===== src/rtl/tuart_rx.sv =====
// tuart_rx: UART receiver, 8N1-style frames (no parity, one stop bit, LSB first).
// Recovers words from the asynchronous rx_i line and hands them to the consumer
// over a valid/ack handshake. Stop-bit errors and overwritten words are flagged.
//
// Ports:
//   clk_i     - system clock, rising edge
//   rst_i     - asynchronous active-high reset
//   rx_i      - serial line, idle high, asynchronous to clk_i
//   data_o    - last received word
//   valid_o   - data_o holds an unacknowledged word
//   ack_i     - consumer accepts data_o (ignored while valid_o = 0)
//   ferr_o    - one-cycle pulse when a stop bit is sampled low
//   overrun_o - sticky, set when an unacknowledged word is overwritten
module tuart_rx #(
    parameter int unsigned CYCLES_PER_BIT = 104,
    parameter int unsigned WORD_BITS      = 8
) (
    input  logic                 clk_i,
    input  logic                 rst_i,
    input  logic                 rx_i,
    output logic [WORD_BITS-1:0] data_o,
    output logic                 valid_o,
    input  logic                 ack_i,
    output logic                 ferr_o,
    output logic                 overrun_o
);

    localparam int unsigned CNT_W = $clog2(CYCLES_PER_BIT);
    localparam int unsigned IDX_W = $clog2(WORD_BITS + 1);

    localparam logic [CNT_W-1:0] HALF_LOAD = CNT_W'(CYCLES_PER_BIT / 2 - 1);
    localparam logic [CNT_W-1:0] BIT_LOAD  = CNT_W'(CYCLES_PER_BIT - 1);
    localparam logic [IDX_W-1:0] LAST_IDX  = IDX_W'(WORD_BITS - 1);

    typedef enum logic [2:0] {
        S_IDLE,
        S_START,
        S_DATA,
        S_STOP,
        S_WAIT_HIGH
    } state_t;

    state_t               state, state_n;
    logic [CNT_W-1:0]     cnt, cnt_n;
    logic [IDX_W-1:0]     idx, idx_n;
    logic [WORD_BITS-1:0] sh, sh_n;
    logic [WORD_BITS-1:0] data_n;
    logic                 valid_n;
    logic                 ferr_n;
    logic                 overrun_n;
    logic                 rx_meta;
    logic                 rx_s;
    logic [WORD_BITS:0]   shift_in;

    // Two-flop synchronizer; resets to the idle (high) line level
    always_ff @(posedge clk_i or posedge rst_i) begin
        if (rst_i) begin
            rx_meta <= 1'b1;
            rx_s    <= 1'b1;
        end else begin
            rx_meta <= rx_i;
            rx_s    <= rx_meta;
        end
    end

    // New sample enters at the MSB so LSB-first bits end up in order
    assign shift_in = {rx_s, sh};

    // Next-state, datapath and output logic
    always_comb begin
        state_n   = state;
        cnt_n     = cnt;
        idx_n     = idx;
        sh_n      = sh;
        data_n    = data_o;
        valid_n   = valid_o;
        ferr_n    = 1'b0;
        overrun_n = overrun_o;

        // Ack clears valid; a commit below in the same cycle overrides this
        if (valid_o && ack_i) begin
            valid_n = 1'b0;
        end

        case (state)
            S_IDLE: begin
                if (!rx_s) begin
                    cnt_n   = HALF_LOAD;
                    state_n = S_START;
                end
            end
            S_START: begin
                if (cnt == '0) begin
                    if (!rx_s) begin
                        cnt_n   = BIT_LOAD;
                        idx_n   = '0;
                        state_n = S_DATA;
                    end else begin
                        // Start bit gone by mid-bit: glitch
                        state_n = S_IDLE;
                    end
                end else begin
                    cnt_n = cnt - CNT_W'(1);
                end
            end
            S_DATA: begin
                if (cnt == '0) begin
                    sh_n  = shift_in[WORD_BITS:1];
                    idx_n = idx + IDX_W'(1);
                    cnt_n = BIT_LOAD;
                    if (idx == LAST_IDX) begin
                        state_n = S_STOP;
                    end
                end else begin
                    cnt_n = cnt - CNT_W'(1);
                end
            end
            S_STOP: begin
                if (cnt == '0) begin
                    if (rx_s) begin
                        data_n  = sh;
                        valid_n = 1'b1;
                        if (valid_o && !ack_i) begin
                            overrun_n = 1'b1;
                        end
                        state_n = S_IDLE;
                    end else begin
                        ferr_n  = 1'b1;
                        state_n = S_WAIT_HIGH;
                    end
                end else begin
                    cnt_n = cnt - CNT_W'(1);
                end
            end
            S_WAIT_HIGH: begin
                // Hold off until the line returns high so a break is not a start bit
                if (rx_s) begin
                    state_n = S_IDLE;
                end
            end
            default: begin
                state_n = S_IDLE;
            end
        endcase
    end

    // State and output registers
    always_ff @(posedge clk_i or posedge rst_i) begin
        if (rst_i) begin
            state     <= S_IDLE;
            cnt       <= '0;
            idx       <= '0;
            sh        <= '0;
            data_o    <= '0;
            valid_o   <= 1'b0;
            ferr_o    <= 1'b0;
            overrun_o <= 1'b0;
        end else begin
            state     <= state_n;
            cnt       <= cnt_n;
            idx       <= idx_n;
            sh        <= sh_n;
            data_o    <= data_n;
            valid_o   <= valid_n;
            ferr_o    <= ferr_n;
            overrun_o <= overrun_n;
        end
    end

endmodule


===== config.mk =====
export PLATFORM = sky130hd
export DESIGN_NAME = tuart_rx
export DESIGN_NICKNAME = d
export VERILOG_FILES = /design/src/rtl/tuart_rx.sv
export SDC_FILE = /design/constraint.sdc
export NUM_CORES = 1
export LEC_CHECK = 0
export CAP_MARGIN = 20
export CELL_PAD_IN_SITES_DETAIL_PLACEMENT = 1
export CELL_PAD_IN_SITES_GLOBAL_PLACEMENT = 1
export CORE_AREA = 2 2 66 68
export DETAILED_ROUTE_END_ITERATION = 10
export DIE_AREA = 0 0 68 70
export GPL_TIMING_DRIVEN = 0
export PLACE_DENSITY = 0.75
export SLEW_MARGIN = 30
export SYNTH_ARGS = -nofsm -noshare
export SYNTH_HDL_FRONTEND = slang
export SYNTH_SLANG_ARGS = --single-unit

===== constraint.sdc =====
create_clock -name clk_i -period 2 [get_ports clk_i]
set_input_delay 0.4 -clock clk_i [delete_from_list [all_inputs] [get_ports clk_i]]
set_output_delay 0.4 -clock clk_i [all_outputs]
set_load 0.01 [all_outputs]

# == Word-level counts from Yosys, hierarchy flattened ==
# Index checks and enable logic that the tools add are counted.
# Widths: inputs -> output; s select.
# op_classes
add_sub_neg,2
mux,26
reduce_logical,13
eq_ne,14
# op_table
op,count
$mux 7,5
$pmux 7 s4,1
$mux 3,7
$ne 2x2->1 const B,8
$pmux 3 s5,1
$mux 4,3
$reduce_and 4->1,3
$pmux 4 s2,1
$logic_not 7->1,1
$mux 1,7
$sub 7x1->7 const B,1
$eq 3x2->1 const B,2
$reduce_and 6->1,1
$add 4x1->4 const B,1
$eq 4x3->1 const B,1
$reduce_bool 4->1,1
$eq 3x1->1 const B,1
$eq 3x3->1 const B,1
$logic_not 3->1,1
$ne 3x3->1 const B,1
$reduce_and 3->1,1
$logic_and 1x1->1,2
$mux 2,1
$reduce_and 2->1,1
2 further kinds,2
# word_totals
regBits,35
elab_cells,65
inputBits,4

# == Longest topological paths before layout ==
# Gate-level depths: netlist (run 1).
# logic_depth
word_depth,5
depth_mapped,7
ltp_nobuf,7

# == Worst setup path before layout (run 1) ==
# OpenSTA, ideal clock, no wires.
# synth_timing
path_kind,register -> register
startpoint,register cnt[2]
endpoint,register sh[0]
path_buffers,1
required_time_ps,1873
setup_time_ps,127
path_stages_with_launch,5
period_less_slack_ps,1896
t_arrival_ps,1768
path_slack_ps,104
path_cell_list,dfrtp_1 -> or4_4 -> nor4_4 -> buf_6 -> mux2_1
# synth_between
elab_chain_cells,2
# synth_lines
item,line_no,source
"start, declared",44,"logic [CNT_W-1:0] cnt, cnt_n;"
"start signal, assigned",160,cnt <= cnt_n;
$logic_not 7->1,107,if (cnt == '0) begin
$reduce_and 2->1 (no line),n/a,
"end signal, assigned",162,sh <= sh_n;
"end, declared",46,"logic [WORD_BITS-1:0] sh, sh_n;"
# No other way between the ends.
# A chain may end at the register's enable or synchronous reset.

# == Worst setup path in the final report (run 1) ==
# layout_timing
startpoint,register cnt[2]
endpoint,register sh[2]
# The elaborated chain is that of the path after synthesis.

==> results of run 1 <==
## area by class of cell
class / count / area, µm² / area share, %
buffer: 5 / 31.3 / 1.57
clock buffer: 6 / 82.6 / 4.14
sequential: 35 / 881 / 44.2
timing repair buffer: 17 / 163 / 8.16
multi-input combinational: 91 / 709 / 35.6
clock inverter: 2 / 38.8 / 1.95
tap: 52 / 65.1 / 3.26
inverter: 6 / 22.5 / 1.13
## power breakdown
group	switching, µW	internal [µW]
logic	18.7	7.31
clock network	266	410
registers	1.94	711
## what timing repair did
item | in CTS | in global routing
gates resized for setup | 2 | 5
cloned | 0 | 0
pin swaps | 2 | 0
setup buffers | 3 | 0
endpoints found under the setup margin | 14 | 13
hold buffers | 0 | 0
## worst paths after layout
| kind | start | depth (start not counted) | end |
|---|---|---|---|
| worst min-delay path | rx_meta | 0 | rx_s |
| worst max-delay path | cnt[2] | 4 | sh[2] |
| worst min register to register | rx_meta | 0 | rx_s |
| min in group asynchronous | rst_i | 2 | sh[7] |
| worst max register to register | cnt[2] | 4 | sh[2] |
| max in group asynchronous | rst_i | 2 | cnt[3] |
## placed cells by master (no fill, tap or decap), types with 2 or more instances in the layout
cell / n
o211ai_1: 2
buf_4: 4
nand2_1: 7
nor2_1: 13
xnor2_1: 4
a22o_1: 3
mux2_1: 16
dfrtp_2: 2
clkbuf_8: 6
dfstp_2: 2
o21ai_0: 2
a31oi_1: 2
clkdlybuf4s50_1: 14
ha_1: 3
a21oi_1: 7
nor2b_1: 2
dfrtp_1: 31
clkbuf_1: 2
nand3_1: 3
inv_1: 5
nor4_4: 2
o21ai_1: 3
## logic make-up after synthesis
family,after synthesis,share of synthesized area [%]
compound gates,28,12.2
xor+xnor,4,2.17
fa+ha+maj,3,2.32
buf+inv,11,3.33
flops,35,54.3
mux,18,12.5
simple gates,38,13.2
## state kept, by name (all words and copies together), names as in the netlist
name	count
cnt	7
overrun_o	1
valid_o	1
data_o	8
rx_meta	1
state	3
ferr_o	1
sh	8
rx_s	1
idx	4
## layer usage
layer	global-route usage, %	up-vias
li1	-	538
met1	21.3	568
met2	27.0	17
met3	4.67	4
met4	6.00	0
met5	0	-
## per-stage QoR
stage / area, µm² / utilization (%) / hold WS, ns / power [µW] / TNS [ns]
after floorplan: 1620 / - / 0.345 / 741 / 0
after global placement: 1820 / 44.0 / 0.346 / 752 / -0.901
after detailed placement: 1820 / 44.0 / 0.350 / 754 / -1.33
after CTS: 1980 / 47.8 / 0.361 / 1440 / 0
after global routing: 1990 / 48.1 / 0.366 / 1480 / 0
final: 1990 / 48.1 / 0.358 / 1420 / 0
## cells in the mapped netlist (all sizes together) (2+ instances only)
| cell type | count | area share (%) |
|---|---|---|
| ha | 3 | 2.3 |
| clkbuf | 2 | 0.46 |
| o21ai | 6 | 2.1 |
| o211ai | 2 | 0.93 |
| xnor2 | 4 | 2.2 |
| dfrtp | 33 | 51 |
| mux2 | 17 | 12 |
| a22o | 3 | 1.6 |
| inv | 6 | 1.4 |
| buf | 3 | 1.5 |
| a21oi | 7 | 2.2 |
| nand2b | 2 | 0.77 |
| nand3 | 4 | 1.2 |
| dfstp | 2 | 3.3 |
| nor2b | 2 | 0.77 |
| nor4 | 2 | 2.1 |
| nand2 | 7 | 1.6 |
| or4 | 2 | 1.2 |
| a31oi | 2 | 0.77 |
| nor2 | 14 | 3.3 |
## worst max-delay path: stages (launching register included)
cell and delay, ns:
dfrtp_2 0.45, or4_4 0.59, nor4_4 0.23, buf_6 0.20, mux2_1 0.32
==> flow_metrics.tcl, run 1 <==
set metrics [dict create \
    via_per_inst 5.27 \
    drive_gt1_share_pct 19.1 \
    diodes 0 \
    syn_to_final_growth_pct 23.3 \
    rows 24 \
    cap_violations 0 \
    synth_warnings 0 \
    grt_max_degree 36 \
    preCtsSetupSlack_ns -0.118 \
    synth_ff_type "dfrtp_1" \
    power_leakage_uw 0.000942 \
    dp.cells 203 \
    worst_slack_ns 0.0861 \
    slew_headroom_pct 51.2 \
    core_area_mm2 0.00414 \
    grt_use_total_pct 16.8 \
    hold_viol 0 \
    drt-total-wl_um 3500 \
    async_flop_share_pct 100 \
    nNetsFinal 168 \
    fillers 443 \
    worst_pin_slew_ns 0.732 \
    dr.pass1.iters 3 \
    grt_overflow 0 \
    drc_errors 0 \
    ant_nets 0 \
    drt_iter0_drc 55 \
    synth_cell_types 41 \
    crit_arrival_ns 2.09 \
    syn_area_per_cell_um2 11.8 \
    numCtsBuffers 5 \
    synth_edf_count 0 \
    power.density_mw_per_mm2 710 \
    worstPathMaxFanout 10 \
    period_minus_slack_ns 1.91 \
    reg2reg_slack_ns 0.09 \
    dieWidth_um 68 \
    ioPinCount 15 \
    outcome "finished clean" \
    synth_fp_nets 144 \
    cts_buffer_depth 2 \
    wl_per_cell_um 16.4 \
    final_max_slew_viol_count 0 \
    cts_tree "done" \
    die_y_um 70 \
    antenna_found_initial 0 \
    ys_seq_area_share_pct 54.3 \
    fin_skew_ns 0.00540 \
    hpwl_um 2360 \
    synth_seq_cells 35 \
    route.met3.wl_um 100 \
    layout_worst_path_cycle_share_pct 95.7 \
    stdcell_count 214 \
    setup_viol 0 \
    worstHoldPathType "flip-flop to flip-flop" \
    vias 1127 \
    met1_length_um 1480 \
    start_kind "flip-flop" \
    max_clock_freq_mhz 522 \
    peakVddDrop_mv 0.464 \
    root_buffer "clkbuf_8" \
    grt_first_pass_wirelength_um 6050 \
    top_layer "met4" \
    clkSlewWorstSetupHoldPaths_ns 0.07 \
    clkLatencyLatePin_ns 0.29 \
    required_ns 2.17 \
    netlist_instances 137 \
    start_util_pct 39.0 \
    io_buffer_count 14 \
    grt_pass1_vias 1272 \
    cts.sinks 35 \
    cp-end-kind "flip-flop" \
    rsz0062_at_grt "false" \
    gp_congestion 0.786 \
    die_area_mm2 0.00476 \
    synth_area_mm2 0.00162 \
    wl_met2_um 1870 \
    critPathKind "flip-flop to flip-flop" \
    htree_levels 2 \
]
(Power assumes the default switching activity.)
==> inputs of run 2 (changes only) <==
REMOVE_ABC_BUFFERS = 1   (was unset)
==> flow_metrics.tcl, run 2 (same netlist as run 1, synthesis figures left out) <==
set metrics [dict create \
    clkLatencyLatePin_ns 0.30 \
    max_stage_delay_ns 0.47 \
    power_leakage_uw 0.000909 \
    cts_tree "done" \
    min_to "rx_s" \
    layout_worst_path_cycle_share_pct 96.9 \
    cts_buffer_depth 2 \
    final_max_slew_viol_count 0 \
    diodes 0 \
    root_buffer "clkbuf_8" \
    numCtsBuffers 5 \
    worstPathMaxFanout 7 \
    required_ns 2.18 \
    grt_use_total_pct 15.8 \
    cap_violations 0 \
    min_path_cells 0 \
    period_minus_slack_ns 1.94 \
    wl_met2_um 1670 \
    peakVddDrop_mv 0.354 \
    crit_arrival_ns 2.12 \
    vias 1131 \
    wl_per_cell_um 16.1 \
    met1_length_um 1450 \
    die_y_um 70 \
    r2r-end "data_o[1]" \
    post-route-cell-area_mm2 0.00196 \
    top_layer "met4" \
    ant_nets 0 \
    r2r_cells 5 \
    cts.sinks 35 \
    max_clock_freq_mhz 516 \
    rows 24 \
    cp-end-kind "flip-flop" \
    worstHoldPathType "flip-flop to flip-flop" \
    place_area_mm2 0.00179 \
    grt_max_degree 36 \
    drc_errors 0 \
    drt_iter0_drc 28 \
    syn_to_final_growth_pct 21.1 \
    critPathKind "flip-flop to flip-flop" \
    cts_hold_buf 0 \
    reg.largest.list "data_o: 8 flops, sh: 8 flops, cnt: 7 flops" \
    htree_levels 2 \
    gp_congestion 0.793 \
    drive_gt1_share_pct 17.9 \
    setup_viol 0 \
    slew_headroom_pct 53.2 \
    hp-start "rx_meta" \
    hpwl_um 2290 \
    core_area_mm2 0.00414 \
    cp-startpoint "cnt[2]" \
    die_area_mm2 0.00476 \
    power.density_mw_per_mm2 658 \
    final_cell_mix "dfrtp_1 (32), mux2_1 (16), clkdlybuf4s50_1 (14)" \
    reg2reg_slack_ns 0.06 \
    ioPinCount 15 \
    start_kind "flip-flop" \
    final_common_cell "dfrtp_1" \
    antenna_found_initial 0 \
    worst_slack_ns 0.0627 \
    outcome "finished clean" \
    critical_path.top_delay_family "simple AND/OR/NAND/NOR gates" \
    hold_viol 0 \
    clkSlewWorstSetupHoldPaths_ns 0.07 \
    grt_overflow 0 \
    preCtsSetupSlack_ns -0.316 \
    worst_pin_slew_ns 0.701 \
    path_depth 5 \
    fin_skew_ns 0.00490 \
    crit_path_cell_trace "nor4_4 > nand3_4 > nor2_2 > and4_2 > mux2_1" \
    start_util_pct 39.0 \
    via_per_inst 5.44 \
    grt_first_pass_wirelength_um 5600 \
    cpMaxStageDelayCell "dfrtp_1" \
    route.met3.wl_um 119 \
    drt-total-wl_um 3350 \
    reg2reg_from "cnt[2]" \
    dieWidth_um 68 \
    nNetsFinal 162 \
    rsz0062_at_grt "true" \
    grt_pass1_vias 1175 \
    io_buffer_count 14 \
    cp_num_buf_inv 0 \
    dr.pass1.iters 4 \
]
[run 2: final cells by class]
| cell class | count | area [µm²] |
|---|---|---|
| Clock inverter | 2 | 16.3 |
| Clock buffer | 6 | 82.6 |
| Sequential cell | 35 | 880 |
| Tap cell | 52 | 65.1 |
| Multi-Input combinational cell | 92 | 732 |
| Fill cell | 450 | 2190 |
| Inverter | 6 | 22.5 |
| Timing Repair Buffer | 15 | 160 |
[run 2: timing repair]
item                                    in CTS  in global routing
resized for setup                            4                  6
gates cloned                                 0                  1
pin swaps                                    2                  0
endpoints found under the setup margin      21                 10
buffers inserted                             1                  0
[run 2: per-layer routing]
layer	vias to the layer above	global-route usage, %
li1	529	-
met1	571	19.3
met3	11	4.03
met2	20	24.7
met5	-	0
met4	0	9.11
[run 2: report_power, final]
part           internal, µW  switching, µW  leakage [µW]
Sequential              711           2.33      0.000465
Combinational          7.55           18.6      0.000396
Clock                   281            268     0.0000474
Total                   999            289      0.000909
[run 2: per-stage QoR]
step / setup TNS [ns] / total power [µW] / cells / hold slack [ns] / util, %
floorplan: -0.00270 / 741 / 132 / 0.345 / -
global placement: -3.96 / 753 / 198 / 0.346 / 43.2
detailed placement: -4.62 / 754 / 198 / 0.350 / 43.2
CTS: -0.00142 / 1310 / 207 / 0.361 / 46.5
global route: -0.00968 / 1330 / 208 / 0.368 / 47.3
finish: 0 / 1290 / 208 / 0.359 / 47.3
[run 2: how the worst max path moves through the flow]
stage	end
floorplan	sh[7]
global placement	sh[6]
detailed placement	data_o[3]
CTS	data_o[3]
global route	cnt[5]
finish	data_o[1]
[run 2: worst register-to-register path, delay by kind of cell, from the launching register on]
family,cells,cell delay (ns)
DFF,1,0.47
muxes,1,0.34
and+or+nand+nor,4,1.01
